File: src/rtl/regfile_wb_arbiter.sv
// Write-port controller for the 32x32 register file: post-reset zero-fill, then
// WB-first arbitration between write-back and mul/div with an MD starvation guard.
module regfile_wb_arbiter #(
   parameter int unsigned NUM_REGS     = 32,
   parameter int unsigned STARVE_LIMIT = 4
) (
   input  logic        clk,
   input  logic        rst,
   input  logic        wb_valid,
   input  logic [4:0]  wb_reg,
   input  logic [31:0] wb_data,
   output logic        wb_ready,
   input  logic        md_valid,
   input  logic [4:0]  md_reg,
   input  logic [31:0] md_data,
   output logic        md_ready,
   output logic        RegWrite,
   output logic [4:0]  WriteReg,
   output logic [31:0] WriteData,
   output logic        init_done
);

   localparam int unsigned REG_W  = 5;
   localparam int unsigned DATA_W = 32;
   localparam int unsigned CNT_W  = 4;

   typedef enum logic {INIT, RUN} state_t;

   state_t              state_q, state_d;
   logic [REG_W-1:0]    idx_q, idx_d;
   logic [CNT_W-1:0]    cnt_q, cnt_d;
   logic                reg_write_d;
   logic [REG_W-1:0]    write_reg_d;
   logic [DATA_W-1:0]   write_data_d;
   logic                init_done_d;
   logic                force_md;

   // State and registered register-file outputs
   always_ff @(posedge clk or posedge rst) begin
      if (rst) begin
         state_q   <= INIT;
         idx_q     <= '0;
         cnt_q     <= '0;
         RegWrite  <= 1'b0;
         WriteReg  <= '0;
         WriteData <= '0;
         init_done <= 1'b0;
      end else begin
         state_q   <= state_d;
         idx_q     <= idx_d;
         cnt_q     <= cnt_d;
         RegWrite  <= reg_write_d;
         WriteReg  <= write_reg_d;
         WriteData <= write_data_d;
         init_done <= init_done_d;
      end
   end

   // Zero-fill sequencing, grant, write selection and starvation counter
   always_comb begin
      state_d      = state_q;
      idx_d        = idx_q;
      cnt_d        = cnt_q;
      reg_write_d  = 1'b0;
      write_reg_d  = WriteReg;
      write_data_d = WriteData;
      init_done_d  = init_done;
      wb_ready     = 1'b0;
      md_ready     = 1'b0;
      force_md     = 1'b0;

      case (state_q)
         INIT: begin
            reg_write_d  = 1'b1;
            write_reg_d  = idx_q;
            write_data_d = '0;
            idx_d        = idx_q + REG_W'(1);
            if (idx_q == REG_W'(NUM_REGS - 1)) begin
               state_d     = RUN;
               init_done_d = 1'b1;
            end
         end
         RUN: begin
            force_md = md_valid && (cnt_q == CNT_W'(STARVE_LIMIT));
            if (force_md)      md_ready = 1'b1;
            else if (wb_valid) wb_ready = 1'b1;
            else               md_ready = md_valid;

            // Writes to r0 complete the handshake but never reach the file
            if (wb_valid && wb_ready) begin
               if (wb_reg != '0) begin
                  reg_write_d  = 1'b1;
                  write_reg_d  = wb_reg;
                  write_data_d = wb_data;
               end
            end else if (md_valid && md_ready) begin
               if (md_reg != '0) begin
                  reg_write_d  = 1'b1;
                  write_reg_d  = md_reg;
                  write_data_d = md_data;
               end
            end

            if (md_valid && !md_ready) begin
               if (cnt_q != CNT_W'(STARVE_LIMIT)) cnt_d = cnt_q + CNT_W'(1);
            end else begin
               cnt_d = '0;
            end
         end
         default: state_d = INIT;
      endcase
   end

endmodule

File: config.mk
export PLATFORM = sky130hd
export DESIGN_NAME = regfile_wb_arbiter
export DESIGN_NICKNAME = d
export VERILOG_FILES = /design/src/rtl/regfile_wb_arbiter.sv
export SDC_FILE = /design/constraint.sdc
export NUM_CORES = 1
export LEC_CHECK = 0
export CORE_MARGIN = 2
export CORE_UTILIZATION = 45
export DETAILED_ROUTE_END_ITERATION = 12
export GPL_TIMING_DRIVEN = 0
export PLACE_DENSITY = 0.83
export SLEW_MARGIN = 20
export SYNTH_ARGS = -nofsm -noshare
export SYNTH_HDL_FRONTEND = slang
export SYNTH_SLANG_ARGS = --single-unit
export TNS_END_PERCENT = 20
File: constraint.sdc
create_clock -name clk -period 3.15 [get_ports clk]
set_input_delay 0.63 -clock clk [delete_from_list [all_inputs] [get_ports clk]]
set_output_delay 0.63 -clock clk [all_outputs]
set_load 0.03 [all_outputs]
---- Word level (Yosys, flattened, before mapping) ----
Index checks and enable logic that the tools add are counted.
Widths: inputs -> output; s select.
word-level totals
  register bits after elaboration ......... 49
cells by class
  eq/ne operators ......................... 7
  reductions and logical operators ........ 10
  muxes and demuxes ....................... 27
  add/sub/neg operators ................... 2
  bitwise gates (word level) .............. 1
operators by type and width
  cell                 count
  $mux 32              4
  $pmux 32 s2          1
  $mux 5               4
  $mux 1               14
  $pmux 5 s2           1
  $reduce_bool 5->1    2
  $mux 4               2
  $ne 3x1->1 const B   2
  $add 5x1->5 const B  1
  $eq 5x5->1 const B   1
  $add 4x1->4 const B  1
  $eq 4x3->1 const B   1
  $logic_and 1x1->1    4
  $ne 4x3->1 const B   1
  $reduce_and 2->1     2
  $ne 3x2->1 const B   1
  $reduce_and 3->1     1
  $ne 2x1->1 const B   1
  $pmux 1 s2           1
  $logic_not 1->1      1
  $not 1->1            1

---- Depth between registers and ports, before layout ----
  depth in word-level cells ............... 8
  gate-level depth with buffers ........... 8
  mapped depth without buffers ............ 6

---- Least setup slack after synthesis ----
No wires, ideal clock.
  path type ............................... input to output
  from .................................... input port md_valid
  to ...................................... output port md_ready
  cell stages on the path ................. 4
  path slack .............................. 0.672 ns
  arrival time ............................ 1.848 ns
  buffers on the path ..................... 1
  cells stage by stage .................... nand4b_2 -> and2_1 -> clkbuf_1 -> nor3_1
on the way
  longest elaborated chain between the ends .. 4
ends and longest elaborated chain
  element                                      line    source
  start, declared                              13      input logic md_valid,
  $mux 1 or $logic_and 1x1->1 (tied branches)  86, 84
  $mux 1 *                                     85      if (force_md) md_ready = 1'b1;
  $mux 1 * (2 in series)                       72      case (state_q)
  end, declared                                16      output logic md_ready,
Every way passes the cells marked *; elsewhere a longest branch is shown, timed or not. The select of a mux whose other input is x is not followed.

---- Worst setup path after layout ----
  from .................................... register cnt_q[0]
  to ...................................... output port md_ready
on the way
  longest elaborated chain between the ends .. 5
ends and longest elaborated chain
  element                 line  source
  start, declared         31    logic [CNT_W-1:0] cnt_q, cnt_d;
  start signal, assigned  51    cnt_q <= cnt_d;
  $eq 4x3->1              84    force_md = md_valid && (cnt_q == CNT_W'(STARVE_LIMIT));
  $logic_and 1x1->1       84
  $mux 1                  85
  $mux 1 (2 in series)    72
No other way between the ends. The select of a mux whose other input is x is not followed.

==> out/summary.md <==
The flow ran to the end, and the final reports show no timing, DRC or antenna violations. Entering global routing, the biggest net connects 35 pins. In the final timing run, aggregate negative setup slack is 0 ns.

The setup path with the least slack is of type flop to output pin. Worst relative slew slack: 0.6756. Measured along the y axis, the die boundary spans 84.01 um. The number of global-route vias before repair is 2,692. A synthesized cell averages 9.506 um^2. The number of buffers added to fix hold violations after cts came out at 0.

From left edge to right edge, the die measures 84.01 um. The number of H-tree levels came out at 2. The reg-to-reg critical path endpoint was WriteData[3]. Sorting the synthesized cells by area gives the leading types as sky130_fd_sc_hd__dfrtp_1 (43%), sky130_fd_sc_hd__mux2i_1 (13%), sky130_fd_sc_hd__a21boi_0 (8.3%). The number of nets in the synthesized netlist is 385.

The first detailed-routing pass ran for 4 iterations. The clock passes through at most 2 buffers. The first-pass GRT wire length came out at 12,530 um. Dividing the detail-routed via count by the number of cells gives 5.241. Ranked by instance count, the synthesized netlist is headed by sky130_fd_sc_hd__dfrtp_1 (49), sky130_fd_sc_hd__inv_1 (43), sky130_fd_sc_hd__mux2i_1 (38), sky130_fd_sc_hd__and3_1 (33). The worst hold path belongs to the class flop to flop.

Prevailing post-synth register cell: sky130_fd_sc_hd__dfrtp_1. Setup violations remaining at the end of the flow were counted as 0. The category of the worst setup path launch point was a flop. The fraction of final layout cells with drive strength greater than 1 is 0.03963, and the final net count is 510. The logs give 2.14 ns for the worst path arrival time and 0.004168 mm^2 for the instance area after placement. The worst hold margin is 0.4963 ns, and the number of buffers added by the clock tree synthesis step is 5. During placement, the flow inserted port buffers numbering 117.

Yosys mapped a number of flops with a built-in enable equal to 0. The worst register-to-register path begins at cnt_q[0]. For hold timing, the worst endpoint is init_done. TritonCTS built the clock tree. Slowest stage cell on the critical path: sky130_fd_sc_hd__dfrtp_1. The power per cell area is 399.1 mW/mm^2. The clock sink count is 49, and the CTS clock-pin slew for the worst setup and hold paths is 0.09 ns. Traced cell by cell, the critical path runs through inv_1, ha_1, nand4b_4, and2_1, clkbuf_1, nor3_1, clkdlybuf4s15_2. The tools report the total routing resource utilization after global routing as 0.2187. Counting distinct cell types in the post-synthesis netlist gives 32. The die outline area is 0.007057 mm^2. The worst-case IR drop observed on VDD is 0.2410 mV. In this design, the stage delay of the slowest critical-path cell is 0.41 ns. Setup repair after global routing left no endpoint under its margin.

The remaining antenna violation count after routing came out at 0. The standard cell core area came out at 0.006277 mm^2. The hold path depth came out at 1.

For this design the static power due to leakage is 2.078 nW. The number of placed I/O pins is 119, and the number of hold-slack violations in the final timing report is 0. The clock reaches the later pin of the worst-skew pair after 0.30 ns. The synthesized netlist occupies a cell area of 0.002880 mm^2. The routed layout has 2,652 vias.

The highest achievable clock rate came out at 360.8 MHz. The aggregate routed wire length is 7656 um. Root buffer selected by CTS: sky130_fd_sc_hd__clkbuf_8. The initial core utilization is 0.4588. The post-synthesis register bit count was 49; the number of max-cap violations was 0. Subtracting the final worst setup slack from the clock period gives 2.772 ns. After routing the design area is 0.004282 mm^2. For flop-to-flop paths, the worst setup slack is 1.03 ns. Global routing finished with a remaining overflow of 0. The fraction of the cycle the final worst path needs was 0.8799; the warning count from the yosys run was 0. STA puts the critical path data required time at 2.52 ns. The detailed router's first-iteration violation count is 117. The start point of the worst hold path was init_done. The design draws 0.001709 W. The per-cell routed wire length was 15.13 um; the post-detailed-placement half-perimeter wirelength was 5728 um. Measured in cells, the most critical reg-to-reg path has a length of 8. The tools report the setup fix buffers added after clock tree synthesis as 0. For this run, design rule violations remaining after detail routing come to 0.

The tools report the final standard cell utilization of the core as 0.6821. For the placer congestion estimate, the log shows 0.8624. Synthesis handed over a netlist of 303 instances.

The fraction of the yosys area taken by sequential cells is 0.4257. The run gives 0 as the total inserted antenna cells. The number of antenna violations at the first check in global routing came out at 0. The area share of the largest cell type after synthesis was 0.4257.

sky130_fd_sc_hd__dfrtp_1 takes more of the synthesized area than any other cell. The post-synthesis async set-or-reset flop share came out at 1.000. Final-report max-slew violation count: 0. Of all nets on the critical path, the largest fanout is 10. The row count is 29.

The setup skew after layout came out at 0.003802 ns. The worst setup path is captured at an output pin. Layout overhead on the synthesized area: 48.65%. For the pin with the worst max-slew slack, the measured transition is 0.4866 ns.

The most common cell in the synthesized netlist is sky130_fd_sc_hd__dfrtp_1.
==> area by class of cell <==
class / count / area, um^2
Buffer: 26 / 121.4
Clock buffer: 7 / 96.34
Clock inverter: 1 / 5.005
Fill cell: 529 / 1996
Inverter: 43 / 161.4
Multi-Input combinational cell: 185 / 1380
Sequential cell: 49 / 1226
Tap cell: 77 / 96.34
Timing Repair Buffer: 118 / 1195
==> metal layers <==
layer / track usage / wire [um] / vias to the layer above
met2: 0.3745 / 3811 / 84
met1: 0.2838 / 3343 / 1269
met5: 0 / 0 / -
met4: 0.04985 / 74 / 0
li1: - / - / 1292
met3: 0.04748 / 427 / 7
==> state kept, by name, summed over array words and instances (netlist names) <==
name       flops
RegWrite       1
WriteData     32
idx_q          5
init_done      1
WriteReg       5
state_q        1
cnt_q          4
==> where the power goes <==
group          total, W  switching [W]  internal, W
clock network  0.000408       0.000209     0.000199
logic          0.000569       0.000285     0.000284
registers      0.000732      0.0000370     0.000695
==> cells in the final DEF (no fill, tap or decap), types with 2 or more instances in the layout <==
master,instances
sky130_fd_sc_hd__clkdlybuf4s50_1,115
sky130_fd_sc_hd__dfrtp_1,49
sky130_fd_sc_hd__inv_1,42
sky130_fd_sc_hd__mux2i_1,38
sky130_fd_sc_hd__and3_1,33
sky130_fd_sc_hd__a21boi_0,32
sky130_fd_sc_hd__o21ai_0,32
sky130_fd_sc_hd__clkbuf_1,21
sky130_fd_sc_hd__clkbuf_8,7
sky130_fd_sc_hd__nand2b_1,5
sky130_fd_sc_hd__nand4b_1,5
sky130_fd_sc_hd__o221ai_1,5
sky130_fd_sc_hd__nand2_1,4
sky130_fd_sc_hd__ha_1,4
sky130_fd_sc_hd__or4_1,3
sky130_fd_sc_hd__nor2_1,3
sky130_fd_sc_hd__buf_6,3
sky130_fd_sc_hd__nand3_1,3
sky130_fd_sc_hd__xnor2_1,3
sky130_fd_sc_hd__o21ai_1,2
sky130_fd_sc_hd__mux2_1,2
==> stage by stage <==
| step | setup WS [ns] | std cells |
|---|---|---|
| floorplan | 0.6722 | 303 |
| global placement | -0.3394 | 497 |
| detailed placement | -0.4010 | 498 |
| CTS | 0.06707 | 506 |
| global route | 0.2308 | 506 |
| finish | 0.3785 | 506 |
==> worst max-delay path by stage <==
stage / from / to / slack (ns) / cells after the start
4_1_cts: md_valid / md_ready / 0.07 / 6
6_report: cnt_q[0] / md_ready / 0.38 / 7
3_5_place_dp: md_valid / md_ready / -0.40 / 6
2_1_floorplan: md_valid / md_ready / 0.67 / 4
3_3_place_gp: md_valid / md_ready / -0.34 / 6
5_1_grt: cnt_q[0] / md_ready / 0.23 / 7
==> kinds of logic after synthesis <==
logic type | after synthesis | share of synthesized area
flops | 49 | 0.4257
compound gates | 77 | 0.1764
fa+ha+maj | 4 | 0.01738
simple gates | 61 | 0.1334
mux | 40 | 0.1399
buf+inv | 69 | 0.09817
xor+xnor | 3 | 0.009124
==> repair_timing <==
action	CTS	global route
pin swaps	0	0
resized for setup	5	1
setup endpoints to repair	1	1
==> worst max-delay path: cells and delay by family (launching register included) <==
family | cells | cell delay (ns)
buf+inv | 3 | 0.63
simple gates | 3 | 0.60
flops | 1 | 0.41
fa+ha+maj | 1 | 0.20
No activity file was read; power rests on OpenSTA's default activity.
